$ cat src/rtl/unary_pkg.sv
// Shared definitions for the unary (rate-coded) arithmetic blocks.
package unary_pkg;

  // Bits needed to hold a count from 0 up to and including width.
  function automatic int count_width(input int width);
    return $clog2(width + 1);
  endfunction

  // Per-cycle output decision of the early-emitting doubler.
  typedef enum logic [2:0] {
    DEC_STALL,
    DEC_FORCE1,
    DEC_FORCE0,
    DEC_SPEC1,
    DEC_SPEC0
  } decision_t;

endpackage

$ cat src/rtl/unary_double_bounds.sv
// Combinational bound tracker for the unary doubler: derives the running
// lower/upper bounds on the final output-ones count and picks what to emit.
module unary_double_bounds
  import unary_pkg::*;
#(
  parameter int INPUT_WIDTH = 32,
  parameter int COUNT_WIDTH = count_width(INPUT_WIDTH),
  parameter int EPSILON     = 0
) (
  input  logic [COUNT_WIDTH-1:0] a_count,
  input  logic [COUNT_WIDTH-1:0] a_ones,
  input  logic [COUNT_WIDTH-1:0] y_count,
  input  logic [COUNT_WIDTH-1:0] y_ones,
  output logic [COUNT_WIDTH:0]   yl,
  output logic [COUNT_WIDTH:0]   yu,
  output decision_t              decision
);

  localparam int BW = COUNT_WIDTH + 1;
  localparam logic [COUNT_WIDTH-1:0] W_C = COUNT_WIDTH'(INPUT_WIDTH);
  localparam logic [BW-1:0]          W_B = BW'(INPUT_WIDTH);
  // A tolerance wider than the stream is equivalent to the full stream.
  localparam int EPS2_SAT = (2 * EPSILON > INPUT_WIDTH) ? INPUT_WIDTH : 2 * EPSILON;
  localparam logic [BW-1:0]          EPS2 = BW'(EPS2_SAT);

  // Best case remaining ones on the input: what we have plus every unseen bit.
  // Never exceeds W, so it fits in COUNT_WIDTH bits.
  logic [COUNT_WIDTH-1:0] head;
  // Ones the output could still reach if every remaining slot were a one.
  logic [COUNT_WIDTH-1:0] ones_reach;
  logic [BW-1:0]          twice_o;
  logic [BW-1:0]          twice_head;
  logic [BW-1:0]          spread;
  logic [BW-1:0]          target;
  logic [BW:0]            bound_sum;

  // Bounds, speculation midpoint and the prioritised emit decision.
  always_comb begin
    // NOTE: every output of a combinational block gets a default first, so no
    // path leaves it unassigned and no latch is inferred.
    decision   = DEC_STALL;
    head       = a_ones + (W_C - a_count);
    twice_o    = {a_ones, 1'b0};
    twice_head = {head, 1'b0};
    yl         = (twice_o > W_B) ? W_B : twice_o;
    yu         = (twice_head > W_B) ? W_B : twice_head;
    ones_reach = y_ones + (W_C - y_count);
    spread     = yu - yl;
    bound_sum  = {1'b0, yl} + {1'b0, yu};
    target     = bound_sum[BW:1];

    if ((a_count != '0) && (y_count < W_C)) begin
      if ({1'b0, ones_reach} <= yl) begin
        // Even all-ones from here on only just meets the lower bound.
        decision = DEC_FORCE1;
      end else if ({1'b0, y_ones} >= yu) begin
        // Upper bound already met: everything left must be zero.
        decision = DEC_FORCE0;
      end else if (spread <= EPS2) begin
        // Bounds tight enough: steer towards their midpoint.
        decision = ({1'b0, y_ones} < target) ? DEC_SPEC1 : DEC_SPEC0;
      end
    end
  end

endmodule

$ cat src/rtl/unary_multiply_two_bounds.sv
// Bit-serial unary doubler with saturation, Y = min(2A, 1). Output bits are
// emitted as soon as running bounds on the final result make them certain
// (or close enough, under EPSILON), so output overlaps input.
module unary_multiply_two_bounds
  import unary_pkg::*;
#(
  parameter int INPUT_WIDTH = 32,
  parameter int COUNT_WIDTH = count_width(INPUT_WIDTH),
  parameter int EPSILON     = 0
) (
  input  logic clk,
  input  logic reset,
  input  logic clear,
  input  logic a,
  input  logic ready,
  output logic valid,
  output logic y,
  output logic done
);

  localparam logic [COUNT_WIDTH-1:0] W_C = COUNT_WIDTH'(INPUT_WIDTH);

  logic [COUNT_WIDTH-1:0] a_count;
  logic [COUNT_WIDTH-1:0] a_ones;
  logic [COUNT_WIDTH-1:0] y_count;
  logic [COUNT_WIDTH-1:0] y_ones;
  logic [COUNT_WIDTH:0]   yl;
  logic [COUNT_WIDTH:0]   yu;
  decision_t              decision;

  unary_double_bounds #(
    .INPUT_WIDTH(INPUT_WIDTH),
    .COUNT_WIDTH(COUNT_WIDTH),
    .EPSILON    (EPSILON)
  ) u_bounds (
    .a_count (a_count),
    .a_ones  (a_ones),
    .y_count (y_count),
    .y_ones  (y_ones),
    .yl      (yl),
    .yu      (yu),
    .decision(decision)
  );

  // Input acceptance, output emission and completion; accept and emit may
  // both happen on the same edge since both read pre-edge counts.
  always_ff @(posedge clk or negedge reset) begin
    // NOTE: state is updated with non-blocking assignments so every register
    // samples pre-edge values, regardless of statement order.
    if (!reset) begin
      a_count <= '0;
      a_ones  <= '0;
      y_count <= '0;
      y_ones  <= '0;
      valid   <= 1'b0;
      y       <= 1'b0;
      done    <= 1'b0;
    end else if (clear) begin
      a_count <= '0;
      a_ones  <= '0;
      y_count <= '0;
      y_ones  <= '0;
      valid   <= 1'b0;
      y       <= 1'b0;
      done    <= 1'b0;
    end else begin
      if (ready && (a_count < W_C)) begin
        a_count <= a_count + 1'b1;
        a_ones  <= a_ones + COUNT_WIDTH'(a);
      end

      if (y_count == W_C) begin
        valid <= 1'b0;
        y     <= 1'b0;
        done  <= 1'b1;
      end else begin
        unique case (decision)
          DEC_FORCE1, DEC_SPEC1: begin
            y       <= 1'b1;
            valid   <= 1'b1;
            y_ones  <= y_ones + 1'b1;
            y_count <= y_count + 1'b1;
          end
          DEC_FORCE0, DEC_SPEC0: begin
            y       <= 1'b0;
            valid   <= 1'b1;
            y_count <= y_count + 1'b1;
          end
          default: valid <= 1'b0;
        endcase
      end
    end
  end

  // The lower bound can never pass the upper bound; a violation means the
  // counters have become inconsistent.
  bounds_ordered : assert property (@(posedge clk) disable iff (!reset) yl <= yu);

endmodule

$ cat config.mk
export PLATFORM = sky130hd
export DESIGN_NAME = unary_multiply_two_bounds
export DESIGN_NICKNAME = d
export VERILOG_FILES = /design/src/rtl/unary_pkg.sv /design/src/rtl/unary_double_bounds.sv /design/src/rtl/unary_multiply_two_bounds.sv
export SDC_FILE = /design/constraint.sdc
export NUM_CORES = 1
export LEC_CHECK = 0
export CORE_UTILIZATION = 45
export DETAILED_ROUTE_END_ITERATION = 8
export PLACE_DENSITY = 0.64
export SLEW_MARGIN = 20
export SYNTH_ARGS = -nofsm -noshare
export SYNTH_HDL_FRONTEND = slang
export SYNTH_HIERARCHICAL = 1
export SYNTH_SLANG_ARGS = --single-unit
$ cat constraint.sdc
create_clock -name clk -period 15.4 [get_ports clk]
set_input_delay 3.08 -clock clk [delete_from_list [all_inputs] [get_ports clk]]
set_output_delay 3.08 -clock clk [all_outputs]
set_load 0.1 [all_outputs]
# After elaboration in Yosys (flattened, before gate mapping)
# Cells that the tools add are included.
dict set report word_totals {
  word_cells 69
  ff_bits 27
  out_inout_bits 3
  in_bits 5
}
dict set report classes {
  n_eq_ne 6
  n_addsub 10
  magnitude_cmp 8
  n_mux 25
  reduce_logical 13
}
# operator n
set ops {}
lappend ops {{$mux 6} 10}
lappend ops {{$add 6x1->6 const B} 3}
lappend ops {{$mux 3} 5}
lappend ops {{$gt 7x6->1 const B} 2}
lappend ops {{$mux 7} 2}
lappend ops {{$add 6x6->6} 2}
lappend ops {{$lt 6x6->1 const B} 2}
lappend ops {{$sub 6x6->6 const A} 2}
lappend ops {{$add 7x7->8} 1}
lappend ops {{$reduce_bool 2->1} 4}
lappend ops {{$ge 6x7->1} 1}
lappend ops {{$le 6x7->1} 1}
lappend ops {{$le 7x1->1 const B} 1}
lappend ops {{$lt 6x7->1} 1}
lappend ops {{$mux 1} 7}
lappend ops {{$sub 7x7->7} 1}
lappend ops {{$add 6x1->6} 1}
lappend ops {{$eq 3x2->1 const B} 2}
lappend ops {{$eq 6x6->1 const B} 1}
lappend ops {{$reduce_bool 6->1} 1}
lappend ops {{$reduce_and 2->1} 2}
lappend ops {{$reduce_bool 4->1} 1}
lappend ops {{$reduce_or 2->1} 2}
lappend ops {{$reduce_or 4->1} 1}
lappend ops {{5 further kinds} 6}

# Logic depth before layout (Yosys ltp)
# Gate-level depths: netlist of run 1.
dict set report depth {
  ltp_word 16
  mapped_depth 26
  mapped_depth_nobuf 26
}

# Hierarchy
# The synthesis of run 1 kept the hierarchy.
# mod area_per_inst_um2 instances seq_area_each_um2 cells_each
set by_module_without_submodules {}
lappend by_module_without_submodules {unary_double_bounds 1455.1 1 0.0 184}
lappend by_module_without_submodules {unary_multiply_two_bounds 1366.3 1 675.6 128}

# Worst setup path after synthesis of run 1
# No wires, ideal clock.
dict set report synth_timing {
  path_type {flip-flop to flip-flop}
  from {register a_count[1]}
  to {register y_count[3]}
  synth_period_minus_slack_ns 5.187
  path_stages_with_launch 25
  required_time_ns 15.322
  setup_time_ns 0.078
  t_arrival_ns 5.109
  path_slack_ns 10.213
  path_buffers 0
  path_cell_list {dfrtp_1 -> inv_1 -> ha_1 -> ha_1 -> fa_1 -> a21o_1 -> a21oi_1 -> xnor2_1 -> nand2_1 -> nor2_1 -> ha_1 -> fa_1 -> and2b_2 -> o31ai_1 -> xnor2_1 -> ha_1 -> a21oi_1 -> nor2b_1 -> o311ai_1 -> nand3_1 -> o21ai_1 -> or3_4 -> o211ai_4 -> or3_1 -> a21oi_1}
}
dict set report synth_via {
  elab_chain_cells 15
  word_cells_on_any_way 23
  classes_between {4 x add/sub; 4 x order compare; 4 x eq/ne; 6 x mux; 5 x reduce/logical}
}
# element line
set synth_rtl {}
lappend synth_rtl {{start, declared} unary_multiply_two_bounds.sv:23} ;# logic [COUNT_WIDTH-1:0] a_count;
lappend synth_rtl {{start signal, assigned} unary_multiply_two_bounds.sv:68} ;# a_count <= a_count + 1'b1;
lappend synth_rtl {{$sub 6x6->6 *} unary_double_bounds.sv:42} ;# head = a_ones + (W_C - a_count);
lappend synth_rtl {{$add 6x6->6 *} unary_double_bounds.sv:42}
lappend synth_rtl {{$gt 7x6->1} unary_double_bounds.sv:46} ;# yu = (twice_head > W_B) ? W_B : twice_head;
lappend synth_rtl {{$mux 7 *} unary_double_bounds.sv:46}
lappend synth_rtl {{named net yu[5]} unary_multiply_two_bounds.sv:28} ;# logic [COUNT_WIDTH:0] yu;
lappend synth_rtl {{$add 7x7->8} unary_double_bounds.sv:49} ;# bound_sum = {1'b0, yl} + {1'b0, yu};
lappend synth_rtl {{$lt 6x7->1} unary_double_bounds.sv:61} ;# decision = ({1'b0, y_ones} < target) ? DEC_SPEC1 : DEC_SPEC0;
lappend synth_rtl {{$mux 3} unary_double_bounds.sv:61}
lappend synth_rtl {{$mux 3} unary_double_bounds.sv:59} ;# end else if (spread <= EPS2) begin
lappend synth_rtl {{$mux 3 *} unary_double_bounds.sv:56} ;# end else if ({1'b0, y_ones} >= yu) begin
lappend synth_rtl {{$mux 3 *} unary_double_bounds.sv:53} ;# if ({1'b0, ones_reach} <= yl) begin
lappend synth_rtl {{$mux 3 *} unary_double_bounds.sv:52} ;# if ((a_count != '0) && (y_count < W_C)) begin
lappend synth_rtl {{named net decision[0]} unary_multiply_two_bounds.sv:29} ;# decision_t decision;
lappend synth_rtl {{$eq 3x2->1 (tied with other cells)} unary_multiply_two_bounds.sv:77} ;# unique case (decision)
lappend synth_rtl {{$reduce_or 4->1 (no line) *} --}
lappend synth_rtl {{$reduce_bool 2->1 (no line) *} --}
lappend synth_rtl {{$reduce_and 2->1 (no line) *} --}
lappend synth_rtl {{end signal, assigned} unary_multiply_two_bounds.sv:82} ;# y_count <= y_count + 1'b1;
lappend synth_rtl {{end signal, assigned} unary_multiply_two_bounds.sv:87} ;# y_count <= y_count + 1'b1;
lappend synth_rtl {{end, declared} unary_multiply_two_bounds.sv:25} ;# logic [COUNT_WIDTH-1:0] y_count;
# The timed path passes the listed nets; every way through them passes the cells marked *.
# A chain may end at the register's enable or synchronous reset.

# Worst setup path after layout of run 1
dict set report layout_timing {
  from {register a_count[1]}
  to {register y_ones[4]}
}
dict set report layout_via {
  elab_chain_cells 15
  word_cells_on_any_way 21
  classes_between {4 x add/sub; 4 x order compare; 2 x eq/ne; 6 x mux; 5 x reduce/logical}
}
# element line
set layout_rtl {}
lappend layout_rtl {{$sub 6x6->6 *} unary_double_bounds.sv:42}
lappend layout_rtl {{$add 6x6->6 *} unary_double_bounds.sv:42}
lappend layout_rtl {{$gt 7x6->1} unary_double_bounds.sv:46}
lappend layout_rtl {{$mux 7 *} unary_double_bounds.sv:46}
lappend layout_rtl {{named net yu[5]} unary_multiply_two_bounds.sv:28}
lappend layout_rtl {{$add 7x7->8} unary_double_bounds.sv:49}
lappend layout_rtl {{$lt 6x7->1} unary_double_bounds.sv:61}
lappend layout_rtl {{$mux 3} unary_double_bounds.sv:61}
lappend layout_rtl {{$mux 3} unary_double_bounds.sv:59}
lappend layout_rtl {{$mux 3 *} unary_double_bounds.sv:56}
lappend layout_rtl {{$mux 3 *} unary_double_bounds.sv:53}
lappend layout_rtl {{$mux 3 *} unary_double_bounds.sv:52}
lappend layout_rtl {{named net decision[0]} unary_multiply_two_bounds.sv:29}
lappend layout_rtl {{$eq 3x1->1 / $eq 3x2->1 (equally long branches)} unary_multiply_two_bounds.sv:77}
lappend layout_rtl {{$reduce_or 2->1 *} unary_multiply_two_bounds.sv:77}
lappend layout_rtl {{$reduce_bool 2->1 (no line) *} --}
lappend layout_rtl {{$reduce_and 2->1 (no line) *} --}
lappend layout_rtl {{end signal, assigned} unary_multiply_two_bounds.sv:81} ;# y_ones <= y_ones + 1'b1;
lappend layout_rtl {{end, declared} unary_multiply_two_bounds.sv:26} ;# logic [COUNT_WIDTH-1:0] y_ones;
# Marked as above.

==> results.md, run 1 <==
* Status: finished, final reports clean
* CP Class: reg2reg
* Leak at 0.00140 uW
* Share of cells above drive strength 1 at 6.37%
* RSZ-0062 raised after global routing: no
* I/O Buffers at 7
* CP arrival at 5.98 ns
* Final setup violation count at 0
* Crit start category: flop
* Vias in the first global route at 2087
* R2r setup slk at 9.59 ns
* Rows at 28
* Max-Cap Viols at 0
* Average size of a mapped cell at 9.06 um^2
* Post-CTS setup buffer count at 0
* Clock Path Buffers at 2
* Final cycle utilization of the critical path at 37.7%
* CTS root buf: clkbuf_8
* Post-route minimum period at 5.81 ns
* Nets at 374
* Antenna violations before repair at 0
* Max FO, Critical Path at 8
* First-pass GRT wire length at 9.72 mm
* Routed WL at 5.49 mm
* Slew Viols, Final at 0
* Detailed-router iteration count before antenna repair at 4
* Pre-CTS WS at 9.70 ns
* Latest clock arrival within the worst-skew pair at 0.27 ns
* Pin count of the biggest net entering global routing at 28
* Hold-fix buffers, CTS at 0
* RD Place Congestion at 0.778
* Slew HR at 34.9%
* Core Area at 5960 um^2
* Final worst slack at 9.59 ns
* Measured slew at the worst slew-check pin at 0.974 ns
* Die W at 80.8 um
* R2R cell count at 24
* Iteration-0 DRC Markers at 72
* Commonest non-fill, non-tap cell in the layout: ha_1
* Yosys warns at 6
* Final hold viol count at 0
* Number of gates resized after cts at 0
* Final Non-Filler Cells at 389
* DR WL/cell at 14.1 um
* Worst setup EP type: flop
* Sink Count at 27
* Starting density of the core at 46.9%
* Fillers at 574
* Antenna Nets Post-Route at 0
* Post-Place Cells at 385
* Multi-input logic area at 1940 um^2
* Mapped Area at 2790 um^2
* Crit path capture: y_ones[4]
* Crit Reg-Reg Endpoint: y_ones[4]
* Most frequent cells in the layout: 50 x ha_1, 36 x inv_1, 32 x nor2_1
* Die Area at 6520 um^2
* Highest clock rate at 172 MHz
* Sum Neg Setup Slack at 0 ns
* DR vias/cell at 5.34
* R2r startpoint: a_count[1]
* Drt drc at 0
* Antenna cell count at 0
* Path category of the worst min-delay check: reg2reg
* Critical path required time at 15.57 ns
* Routed via count at 2078
* Die height at 80.8 um
* Depth of the CTS H-tree at 1
* Total CTS buffers at 3
* IO Count at 8
* Layout Area Growth over Synthesis at 6.45%
* Power per cell area at 95.3 nW/um^2
* Reg clk slew, reported paths at 0.09 ns
* HPWL Detailed at 4.35 mm
* All-Layer GR Usage at 19.1%
* Fin Hold WS at 0.528 ns
* Total Power at 283 uW
* Global route total overflow at 0
* FF+latch area at 676 um^2
* Syn Inst Count at 308
* Setup Skew at 0.00999 ns
* Peak VDD IR at 0.0928 mV
* CP startpoint: a_count[1]
* CTS tree: done
report_power, final:
group,switching (uW),internal [uW]
registers,8.28,76.2
clock network,20.7,18.5
logic,89.8,69.8
total,119,164
area by class of cell:
cell class | instances | share of cell area (%)
timing repair buffer | 8 | 2.61
inverter | 36 | 4.55
multi-input combinational | 239 | 65.4
tap | 75 | 3.16
sequential | 27 | 22.7
clock buffer | 4 | 1.52
metrics by stage:
stage,utilization (%),cell area (um^2)
6_report,49.9,2970
5_1_grt,49.9,2970
4_1_cts,49.9,2970
3_5_place_dp,49.1,2930
3_3_place_gp,49.1,2930
2_1_floorplan,-,2800
state kept, by name, summed over array words and instances (netlist names):
| signal | flops |
|---|---|
| a_count | 6 |
| a_ones | 6 |
| y_count | 6 |
| y_ones | 6 |
| done | 1 |
| valid | 1 |
| y | 1 |
critical path, cell delays in order (launching register included):
cell and delay [ns]:
dfrtp_1 0.43, inv_1 0.07, ha_1 0.30, ha_1 0.23, fa_1 0.40, a21o_1 0.17, a21oi_1 0.17, xnor2_1 0.13
nand2_1 0.18, nor2_1 0.09, ha_1 0.22, fa_1 0.40, and2b_2 0.22, o31ai_1 0.26, xnor2_1 0.17, ha_1 0.27
a21oi_1 0.13, nor2b_1 0.06, o311ai_1 0.49, nand3_1 0.14, o21ai_1 0.35, and2b_1 0.26, o21ai_4 0.11, or3_1 0.36
a21oi_1 0.15
worst min-delay path by stage:
stage                            to  slack, ns      start  cells past startpoint
final                          done       0.53       done                      2
after CTS                      done       0.54       done                      2
after global placement         done       0.49       done                      2
after floorplan           a_ones[0]       0.51  a_ones[0]                      2
after global routing           done       0.61       done                      2
after detailed placement       done       0.52       done                      2
routing by layer:
layer	up-vias	wire [um]	track usage (%)
met5	-	0	0
met4	0	70	5.71
met3	6	96	0.899
met2	25	2430	31.3
met1	958	2890	27.3
li1	1089	-	-
No activity file was read; power rests on OpenSTA's default activity.
==> run 2: changes to the inputs <==
==> constraint.sdc (replaced) <==
create_clock -name clk -period 5.8 [get_ports clk]
set_input_delay 1.16 -clock clk [delete_from_list [all_inputs] [get_ports clk]]
set_output_delay 1.16 -clock clk [all_outputs]
set_load 0.1 [all_outputs]
==> run 2 against run 1 <==
First-iteration DRC count is 13% lower. Cell count increased by 0.51%. Non-clock buffer count grew 2. Largest power group unchanged. Highest routed layer unchanged.
==> results.md, run 2 (synthesis gave the netlist of run 1 again) <==
* Routed via count at 2113
* Share of cells above drive strength 1 at 9.49%
* R2r startpoint: a_count[1]
* Final cycle utilization of the critical path at 93.7%
* Core Area at 5960 um^2
* Die W at 80.8 um
* Measured slew at the worst slew-check pin at 0.971 ns
* Die Area at 6520 um^2
* Starting density of the core at 46.9%
* DR WL/cell at 14.0 um
* Slew HR at 35.0%
* Sink Count at 27
* Routed WL at 5.47 mm
* Detailed-router iteration count before antenna repair at 4
* CP startpoint: a_count[1]
* Depth of the CTS H-tree at 1
* Crit Reg-Reg Endpoint: y_ones[3]
* Antenna Nets Post-Route at 0
* Antenna cell count at 0
* Max-Cap Viols at 0
* Final setup violation count at 0
* Antenna violations before repair at 0
* DR vias/cell at 5.40
* Fillers at 591
* Layout Area Growth over Synthesis at 8.29%
* Hold Crit Depth at 2
* Nets at 376
* I/O Buffers at 7
* Pin count of the biggest net entering global routing at 28
* Slew Viols, Final at 0
* Total Power at 768 uW
* Clock Path Buffers at 2
* All-Layer GR Usage at 18.7%
* IO Count at 8
* HPWL Detailed at 4.43 mm
* Critical path required time at 5.99 ns
* Crit path capture: y_ones[3]
* Iteration-0 DRC Markers at 63
* Drt drc at 0
* Reg clk slew, reported paths at 0.09 ns
* Power per cell area at 254 nW/um^2
* Total CTS buffers at 3
* CP arrival at 5.62 ns
* Post-route minimum period at 5.44 ns
* Rows at 28
* Worst setup EP type: flop
* Leak at 0.00141 uW
* Worst path slowest cell: fa_1
* CTS root buf: clkbuf_8
* Most frequent cells in the layout: 50 x ha_1, 36 x inv_1, 32 x nor2_1
* Highest clock rate at 184 MHz
* Max FO, Critical Path at 8
* Worst path max stage delay at 0.41 ns
* Vias in the first global route at 1924
* Setup Skew at 0.00322 ns
* Cells along the critical path: inv_1 -> ha_1 -> ha_1 -> fa_1 -> a21o_1 -> a21oi_1 -> xnor2_1 -> and3_1 -> ha_1 -> nand2b_1 -> a21oi_1 -> o21ba_2 -> or4_1 -> nand3_1 -> ha_1 -> nand3_1 -> a21oi_1 -> o311ai_2 -> nand3_1 -> o21ai_4 -> and2b_2 -> o21ai_4 -> or3_1 -> a21oi_1
* R2R cell count at 24
* CTS tree: done
* Final hold viol count at 0
* First-pass GRT wire length at 9.36 mm
* Commonest non-fill, non-tap cell in the layout: ha_1
* Sum Neg Setup Slack at 0 ns
* Status: finished, final reports clean
* R2r setup slk at 0.36 ns
* Global route total overflow at 0
* RD Place Congestion at 0.809
* Peak VDD IR at 0.261 mV
* Path category of the worst min-delay check: reg2reg
* CP Class: reg2reg
* Crit start category: flop
* Hold-fix buffers, CTS at 0
* Latest clock arrival within the worst-skew pair at 0.27 ns
* Die height at 80.8 um
[run 2: repair_timing]
action / 4_1_cts / 5_1_grt
buffers inserted: 0 / 2
setup endpoints to repair: 0 / 14
resized for setup: 0 / 8
[run 2: critical path, delay by kind of cell (launching register included)]
family | cells | cell delay (ns)
buffers and inverters | 1 | 0.06
XOR/XNOR | 1 | 0.14
AND/OR/NAND/NOR | 8 | 1.77
adder cells (fa/ha/maj) | 5 | 1.49
AO/OA/AOI/OAI | 9 | 1.53
flip-flops | 1 | 0.40
[run 2: worst min path at each step]
stage,startpoint,slack (ns),endpoint
floorplan,a_ones[0],0.51,a_ones[0]
global placement,done,0.49,done
detailed placement,done,0.49,done
CTS,done,0.52,done
global route,done,0.55,done
finish,done,0.51,done
[run 2: final cells by class]
class / count / area (um^2) / area share, %
Inverter: 36 / 135 / 4.47
Timing Repair Buffer: 10 / 92.6 / 3.06
Sequential cell: 27 / 677 / 22.4
Clock inverter: 1 / 5.00 / 0.166
Tap cell: 75 / 93.8 / 3.10
Multi-Input combinational cell: 239 / 1980 / 65.4
Clock buffer: 3 / 41.3 / 1.37
[run 2: power by group]
part	internal, uW	leakage [uW]	switching [uW]
logic	193	0.00101	245
registers	202	0.000372	20.4
clock network	48.2	0.0000255	59.0
total	443	0.00141	325
[run 2: layer usage]
metal	vias up	routed length [um]	GRT usage [%]
met5	-	0	0
met4	0	50	5.36
met3	4	98	1.35
met2	17	2510	29.5
met1	998	2810	27.4
li1	1094	-	-
[run 2: metrics by stage]
step	cells	setup slack [ns]	cell area, um^2	hold slack [ns]	utilization [%]
finish	391	0.364	3020	0.512	50.8
CTS	389	0.0507	2970	0.521	49.9
global placement	385	0.166	2930	0.487	49.1
detailed placement	385	0.0763	2930	0.495	49.1
floorplan	309	0.613	2800	0.513	-
global route	391	-0.0150	3020	0.554	50.8
